### src/rtl/p4_router_pkg.sv
// Shared constants, types and helpers for the P4 router packet-buffer blocks.
package p4_router_pkg;

    localparam int NUM_QUEUES_PER_EGR_PORT    = 8;
    localparam int DEFAULT_NUM_EGR_PORTS      = 4;
    localparam int DEFAULT_MAX_PKTS_PER_QUEUE = 512;

    // Queue-id width; never narrower than one bit so a single-queue build still has a port.
    function automatic int queue_id_w(input int num_queues);
        return (num_queues > 1) ? $clog2(num_queues) : 1;
    endfunction

    localparam int QUEUE_ID_W = queue_id_w(DEFAULT_NUM_EGR_PORTS * NUM_QUEUES_PER_EGR_PORT);

    typedef logic [QUEUE_ID_W-1:0] queue_id_t;

endpackage

### src/rtl/p4_router_queue_counter.sv
// Saturating up/down packet counter for one egress queue, with registered empty/full flags.
module p4_router_queue_counter #(
    parameter int MAX_CNT     = 512,
    parameter int FULL_THRESH = 480,
    parameter int CNT_W       = $clog2(MAX_CNT + 1)
) (
    input  logic             clk,
    input  logic             sresetn,
    input  logic             inc,
    input  logic             dec,
    output logic [CNT_W-1:0] cnt,
    output logic             empty,
    output logic             full,
    output logic             ovf,
    output logic             udf
);

    localparam logic [CNT_W-1:0] MAX_C  = CNT_W'(MAX_CNT);
    localparam logic [CNT_W-1:0] FULL_C = CNT_W'(FULL_THRESH);

    logic [CNT_W-1:0] cnt_r;
    logic [CNT_W-1:0] next_cnt_s;
    logic             empty_r;
    logic             full_r;
    logic             ovf_s;
    logic             udf_s;

    // Next count: a simultaneous inc and dec cancel, so they never raise an error.
    always_comb begin
        next_cnt_s = cnt_r;
        ovf_s      = 1'b0;
        udf_s      = 1'b0;
        case ({inc, dec})
            2'b10: begin
                if (cnt_r == MAX_C) begin
                    ovf_s = 1'b1;
                end else begin
                    next_cnt_s = cnt_r + CNT_W'(1);
                end
            end
            2'b01: begin
                if (cnt_r == CNT_W'(0)) begin
                    udf_s = 1'b1;
                end else begin
                    next_cnt_s = cnt_r - CNT_W'(1);
                end
            end
            default: begin
                next_cnt_s = cnt_r;
            end
        endcase
    end

    // Count register; flags are derived from the next count so they land with it.
    always_ff @(posedge clk) begin
        if (!sresetn) begin
            cnt_r   <= '0;
            empty_r <= 1'b1;
            full_r  <= 1'b0;
        end else begin
            cnt_r   <= next_cnt_s;
            empty_r <= (next_cnt_s == CNT_W'(0));
            full_r  <= (next_cnt_s >= FULL_C);
        end
    end

    assign cnt   = cnt_r;
    assign empty = empty_r;
    assign full  = full_r;
    assign ovf   = ovf_s;
    assign udf   = udf_s;

endmodule

### src/rtl/p4_router_queue_occupancy.sv
// Complete-packet occupancy per egress queue: empty/full vectors, sticky errors, status read.
module p4_router_queue_occupancy
    import p4_router_pkg::*;
#(
    parameter int NUM_EGR_PORTS      = DEFAULT_NUM_EGR_PORTS,
    parameter int NUM_QUEUES         = NUM_EGR_PORTS * NUM_QUEUES_PER_EGR_PORT,
    parameter int MAX_PKTS_PER_QUEUE = DEFAULT_MAX_PKTS_PER_QUEUE,
    parameter int FULL_THRESH        = 480,
    localparam int QID_W             = queue_id_w(NUM_QUEUES),
    localparam int PKT_CNT_W         = $clog2(MAX_PKTS_PER_QUEUE + 1)
) (
    input  logic                  clk,
    input  logic                  sresetn,
    input  logic                  enq_valid,
    input  logic                  enq_last,
    input  logic [QID_W-1:0]      enq_qid,
    input  logic                  deq_valid,
    input  logic                  deq_last,
    input  logic [QID_W-1:0]      deq_qid,
    output logic [NUM_QUEUES-1:0] queue_empty,
    output logic [NUM_QUEUES-1:0] queue_full,
    input  logic [QID_W-1:0]      stat_qid,
    output logic [PKT_CNT_W-1:0]  stat_count,
    input  logic                  err_clear,
    output logic [NUM_QUEUES-1:0] err_overflow,
    output logic [NUM_QUEUES-1:0] err_underflow
);

    if (NUM_EGR_PORTS <= 0) begin : g_chk_ports
        $error("NUM_EGR_PORTS must be greater than 0");
    end
    if (FULL_THRESH > MAX_PKTS_PER_QUEUE) begin : g_chk_thresh
        $error("FULL_THRESH must not exceed MAX_PKTS_PER_QUEUE");
    end

    logic                  enq_pkt_s;
    logic                  deq_pkt_s;
    logic [NUM_QUEUES-1:0] inc_s;
    logic [NUM_QUEUES-1:0] dec_s;
    logic [NUM_QUEUES-1:0] ovf_s;
    logic [NUM_QUEUES-1:0] udf_s;
    logic [PKT_CNT_W-1:0]  cnt_s [NUM_QUEUES];
    logic [PKT_CNT_W-1:0]  stat_mux_s;
    logic [PKT_CNT_W-1:0]  stat_count_r;
    logic [NUM_QUEUES-1:0] err_ovf_r;
    logic [NUM_QUEUES-1:0] err_udf_r;

    assign enq_pkt_s = enq_valid && enq_last;
    assign deq_pkt_s = deq_valid && deq_last;

    // Out-of-range qids match no decoder slot, so they are silently dropped.
    for (genvar q = 0; q < NUM_QUEUES; q++) begin : g_queue
        assign inc_s[q] = enq_pkt_s && (enq_qid == QID_W'(q));
        assign dec_s[q] = deq_pkt_s && (deq_qid == QID_W'(q));

        p4_router_queue_counter #(
            .MAX_CNT     (MAX_PKTS_PER_QUEUE),
            .FULL_THRESH (FULL_THRESH),
            .CNT_W       (PKT_CNT_W)
        ) u_counter (
            .clk     (clk),
            .sresetn (sresetn),
            .inc     (inc_s[q]),
            .dec     (dec_s[q]),
            .cnt     (cnt_s[q]),
            .empty   (queue_empty[q]),
            .full    (queue_full[q]),
            .ovf     (ovf_s[q]),
            .udf     (udf_s[q])
        );
    end

    // Status read mux; an unmapped address reads zero.
    always_comb begin
        stat_mux_s = '0;
        for (int q = 0; q < NUM_QUEUES; q++) begin
            if (stat_qid == QID_W'(q)) begin
                stat_mux_s = cnt_s[q];
            end else begin
                stat_mux_s = stat_mux_s;
            end
        end
    end

    // Sticky error flags and status register; a fresh error beats err_clear.
    always_ff @(posedge clk) begin
        if (!sresetn) begin
            err_ovf_r    <= '0;
            err_udf_r    <= '0;
            stat_count_r <= '0;
        end else begin
            stat_count_r <= stat_mux_s;
            if (err_clear) begin
                err_ovf_r <= ovf_s;
                err_udf_r <= udf_s;
            end else begin
                err_ovf_r <= err_ovf_r | ovf_s;
                err_udf_r <= err_udf_r | udf_s;
            end
        end
    end

    assign stat_count    = stat_count_r;
    assign err_overflow  = err_ovf_r;
    assign err_underflow = err_udf_r;

endmodule

### config.mk
export PLATFORM = sky130hd
export DESIGN_NAME = p4_router_queue_occupancy
export DESIGN_NICKNAME = d
export VERILOG_FILES = /design/src/rtl/p4_router_pkg.sv /design/src/rtl/p4_router_queue_counter.sv /design/src/rtl/p4_router_queue_occupancy.sv
export SDC_FILE = /design/constraint.sdc
export NUM_CORES = 2
export LEC_CHECK = 0
export BUFFER_PORTS_ARGS = -buffer_cell sky130_fd_sc_hd__buf_2
export CORE_UTILIZATION = 37
export DETAILED_ROUTE_END_ITERATION = 6
export PLACE_DENSITY = 0.6
export SKIP_CTS_REPAIR_TIMING = 1
export SLEW_MARGIN = 20
export SYNTH_ARGS = -nofsm -noshare
export SYNTH_HDL_FRONTEND = slang
export SYNTH_SLANG_ARGS = --single-unit
export TNS_END_PERCENT = 10
### constraint.sdc
create_clock -name clk -period 3.6 [get_ports clk]
set_clock_uncertainty 0.2 [all_clocks]
set_input_delay 0 -clock clk [delete_from_list [all_inputs] [get_ports clk]]
set_output_delay 0 -clock clk [all_outputs]
set_load 0.005 [all_outputs]
==> impl_metrics.py <==
metrics = {
    "clocking": {
        "clkLatencyLatePin_ns": 0.69,
        "tritoncts": "yes",
        "clk_pin_slew_ns": 0.07,
        "cts-root-buf": "clkbuf_16",
        "cts_buffers": 59,
        "cts_buffer_depth": 3,
        "h-tree-depth": 2,
        "clock-sinks": 458,
    },
    "timing": {
        "slew_viol_final": 0,
        "grt_setup_unrepaired": "false",
        "fin_tns_setup_ns": 0,
        "fin_crit_sh": 0.971,
        "hold_violations": 1,
        "fin_crit_ns": 3.50,
        "setup_viol": 0,
        "fmax_mhz": 286,
        "slew_headroom": 0.286,
        "tightest_slew_ns": 1.06,
        "holdWs_ns": -0.0208,
    },
    "critical_path": {
        "cp_top_family": "simple AND/OR/NAND/NOR gates",
        "reg2reg_from": "g_queue[19].u_counter.cnt[0]",
        "crit_path_start_kind": "register",
        "path_cells": "inv_1 > ha_1 > or3b_2 > or4_4 > and2_4 > a222oi_1 > nand2_1 > or4_1 > o41ai_2",
        "max_stage_delay_ns": 0.55,
        "reg2reg_setup_slack_ns": 0.10,
        "critPathArrivalTime_ns": 3.89,
        "critPathKind": "reg -> reg",
        "crit_slowest_cell": "or3b_2",
        "crit_start": "g_queue[19].u_counter.cnt[0]",
        "crit_path_max_fanout": 8,
        "crit_required_ns": 3.99,
        "worst-path-buf-inv": 1,
        "end_kind": "register",
    },
    "synth": {
        "synth_top_area_share": 0.237,
        "synth_edf_count": 0,
        "yosys-top-cells-count": "nor2_1, dfxtp_1, clkbuf_1, nand2_1, a21oi_1",
        "yosysMostFrequentCell": "nor2_1",
        "syn_area_per_cell_um2": 7.01,
        "synth.area.top_cells": "dfxtp_1, nor2_1, clkbuf_1, nand2_1, ha_1",
        "syn_inst": 5513,
        "async_reset_ff_frac": 0,
        "synth_area_leader_cell": "dfxtp_1",
        "syn_area_um2": 38600,
        "synthDistinctLibCells": 88,
        "synth-main-ff-cell": "dfxtp_1",
        "synth-seq-cells": 458,
        "synth_fp_nets": 5666,
        "ys_warn_count": 0,
        "yosysSeqAreaShare": 0.237,
    },
    "routing": {
        "drc": 12,
        "firstDrtPassIters": 7,
        "vias_per_cell": 6.32,
        "drtIter0Drc": 5800,
        "vias": 43500,
        "ant_nets": 0,
        "drt-wirelength-per-cell_um": 22.2,
        "wl_um": 153000,
    },
    "run": {
        "cap_violations": 0,
    },
    "grt": {
        "track_usage": 0.274,
        "grt_pass1_wl_um": 234000,
        "grt_pass1_vias": 39000,
        "grt_max_degree": 95,
        "antenna_found_initial": 10,
        "grt_overflow": 0,
    },
    "floorplan": {
        "start_util": 0.373,
        "die_h_um": 325,
        "ios": 160,
        "coreArea_um2": 103000,
        "rows": 118,
        "die-area_um2": 106000,
        "die_w_um": 325,
    },
    "place": {
        "dp_hpwl_um": 113000,
        "dpl_cell_area_um2": 40900,
        "gp_routability_congestion": 1.01,
        "portBuffers": 159,
    },
    "power": {
        "total_power_w": 0.0126,
        "power_frac_seq": 0.405,
        "p_per_area_nw_per_um2": 291,
        "p_leak_nw": 16.4,
        "vdd_drop_max_v": 0.000372,
        "p_comb_frac": 0.058,
        "switchingPower_w": 0.00319,
        "p_sw_frac": 0.254,
        "intPower_w": 0.00936,
        "clock_power_share": 0.537,
    },
    "finish": {
        "syn2layout_area_growth_pct": 11.7,
        "layout.nets": 5605,
        "drive_gt1_frac": 0.122,
        "design_area_um2": 43200,
        "final_util": 0.417,
    },
    "run_status": {
        "violations": "DRC, hold timing",
        "outcome": "complete, but fails checks",
    },
    "hold_path": {
        "hold_class": "in -> reg",
        "hp-start": "stat_qid[0]",
    },
}
## metrics by stage
| step | worst slack [ns] | std cells |
|---|---|---|
| final | 0.103 | 6887 |
| after detailed placement | -0.0803 | 6768 |
| after CTS | 0.166 | 6878 |
| after global routing | 0.00335 | 6882 |
| after global placement | -0.0676 | 6768 |
| after floorplan | 0.412 | 5513 |
## state kept, by name, summed over array words and instances (netlist names)
| name | flops |
|---|---|
| err_underflow | 32 |
| stat_count | 10 |
| g_queue.u_counter.cnt | 320 |
| err_overflow | 32 |
| g_queue.u_counter.empty | 32 |
| g_queue.u_counter.full | 32 |
## power by group through the flow
stage | sequential (W) | combinational, W | clock (W)
floorplan | 0.00519 | 0.000386 | 0
global placement | 0.00519 | 0.000694 | 0
detailed placement | 0.00519 | 0.000694 | 0
CTS | 0.00508 | 0.000697 | 0.00691
global route | 0.00508 | 0.000757 | 0.00710
finish | 0.00508 | 0.000729 | 0.00674
## routing by layer
layer / vias to the layer above / track usage / wire length, um
met1: 20600 / 0.375 / 65100
met4: 12 / 0.103 / 5930
met3: 345 / 0.0662 / 16300
met5: - / 0 / 73
met2: 2334 / 0.413 / 65400
li1: 20200 / - / -
## worst register-to-register path: stages (launching register included)
cell	delay (ns)
dfxtp_1	0.41
inv_1	0.16
ha_1	0.21
or3b_2	0.55
or4_4	0.45
and2_4	0.18
a222oi_1	0.40
nand2_1	0.09
or4_1	0.46
o41ai_2	0.29
## final cells by class
class | count | area [um^2]
Clock inverter | 42 | 601
Tap cell | 1380 | 1730
Antenna cell | 6 | 15.0
Fill cell | 10700 | 60300
Multi-Input combinational cell | 4235 | 26200
Sequential cell | 458 | 9170
Inverter | 273 | 1030
Timing Repair Buffer | 425 | 2870
Clock buffer | 68 | 1580
## worst paths after layout
path                                  to  cells after the start
max reg2reg  g_queue[19].u_counter.empty                      9
min reg2reg            err_underflow[13]                      2
max          g_queue[19].u_counter.empty                      9
min                        stat_count[0]                      3
## cells by family after synthesis
group,synth area share
and+or+nand+nor,0.317
AOI/OAI and AO/OA,0.274
buffers and inverters,0.0860
DFF,0.237
adders and majority gates,0.0424
muxes,0.0369
xor gates and xnor gates,0.00680
## cells in the final DEF, fill, tap and decap left out, drive strengths merged, types with 69 or more instances in the layout
cell type	netlist	layout
nand3	227	227
buf	92	422
nor2	640	640
o31ai	69	69
a31oi	93	93
a21oi	321	321
ha	131	131
mux2i	74	74
or4	69	69
nor3	236	236
o21ai	319	319
dfxtp	458	458
nor4	98	98
nand4	82	82
nand2	455	455
inv	267	271
and2	159	159
Power figures use the tool's default switching activity.
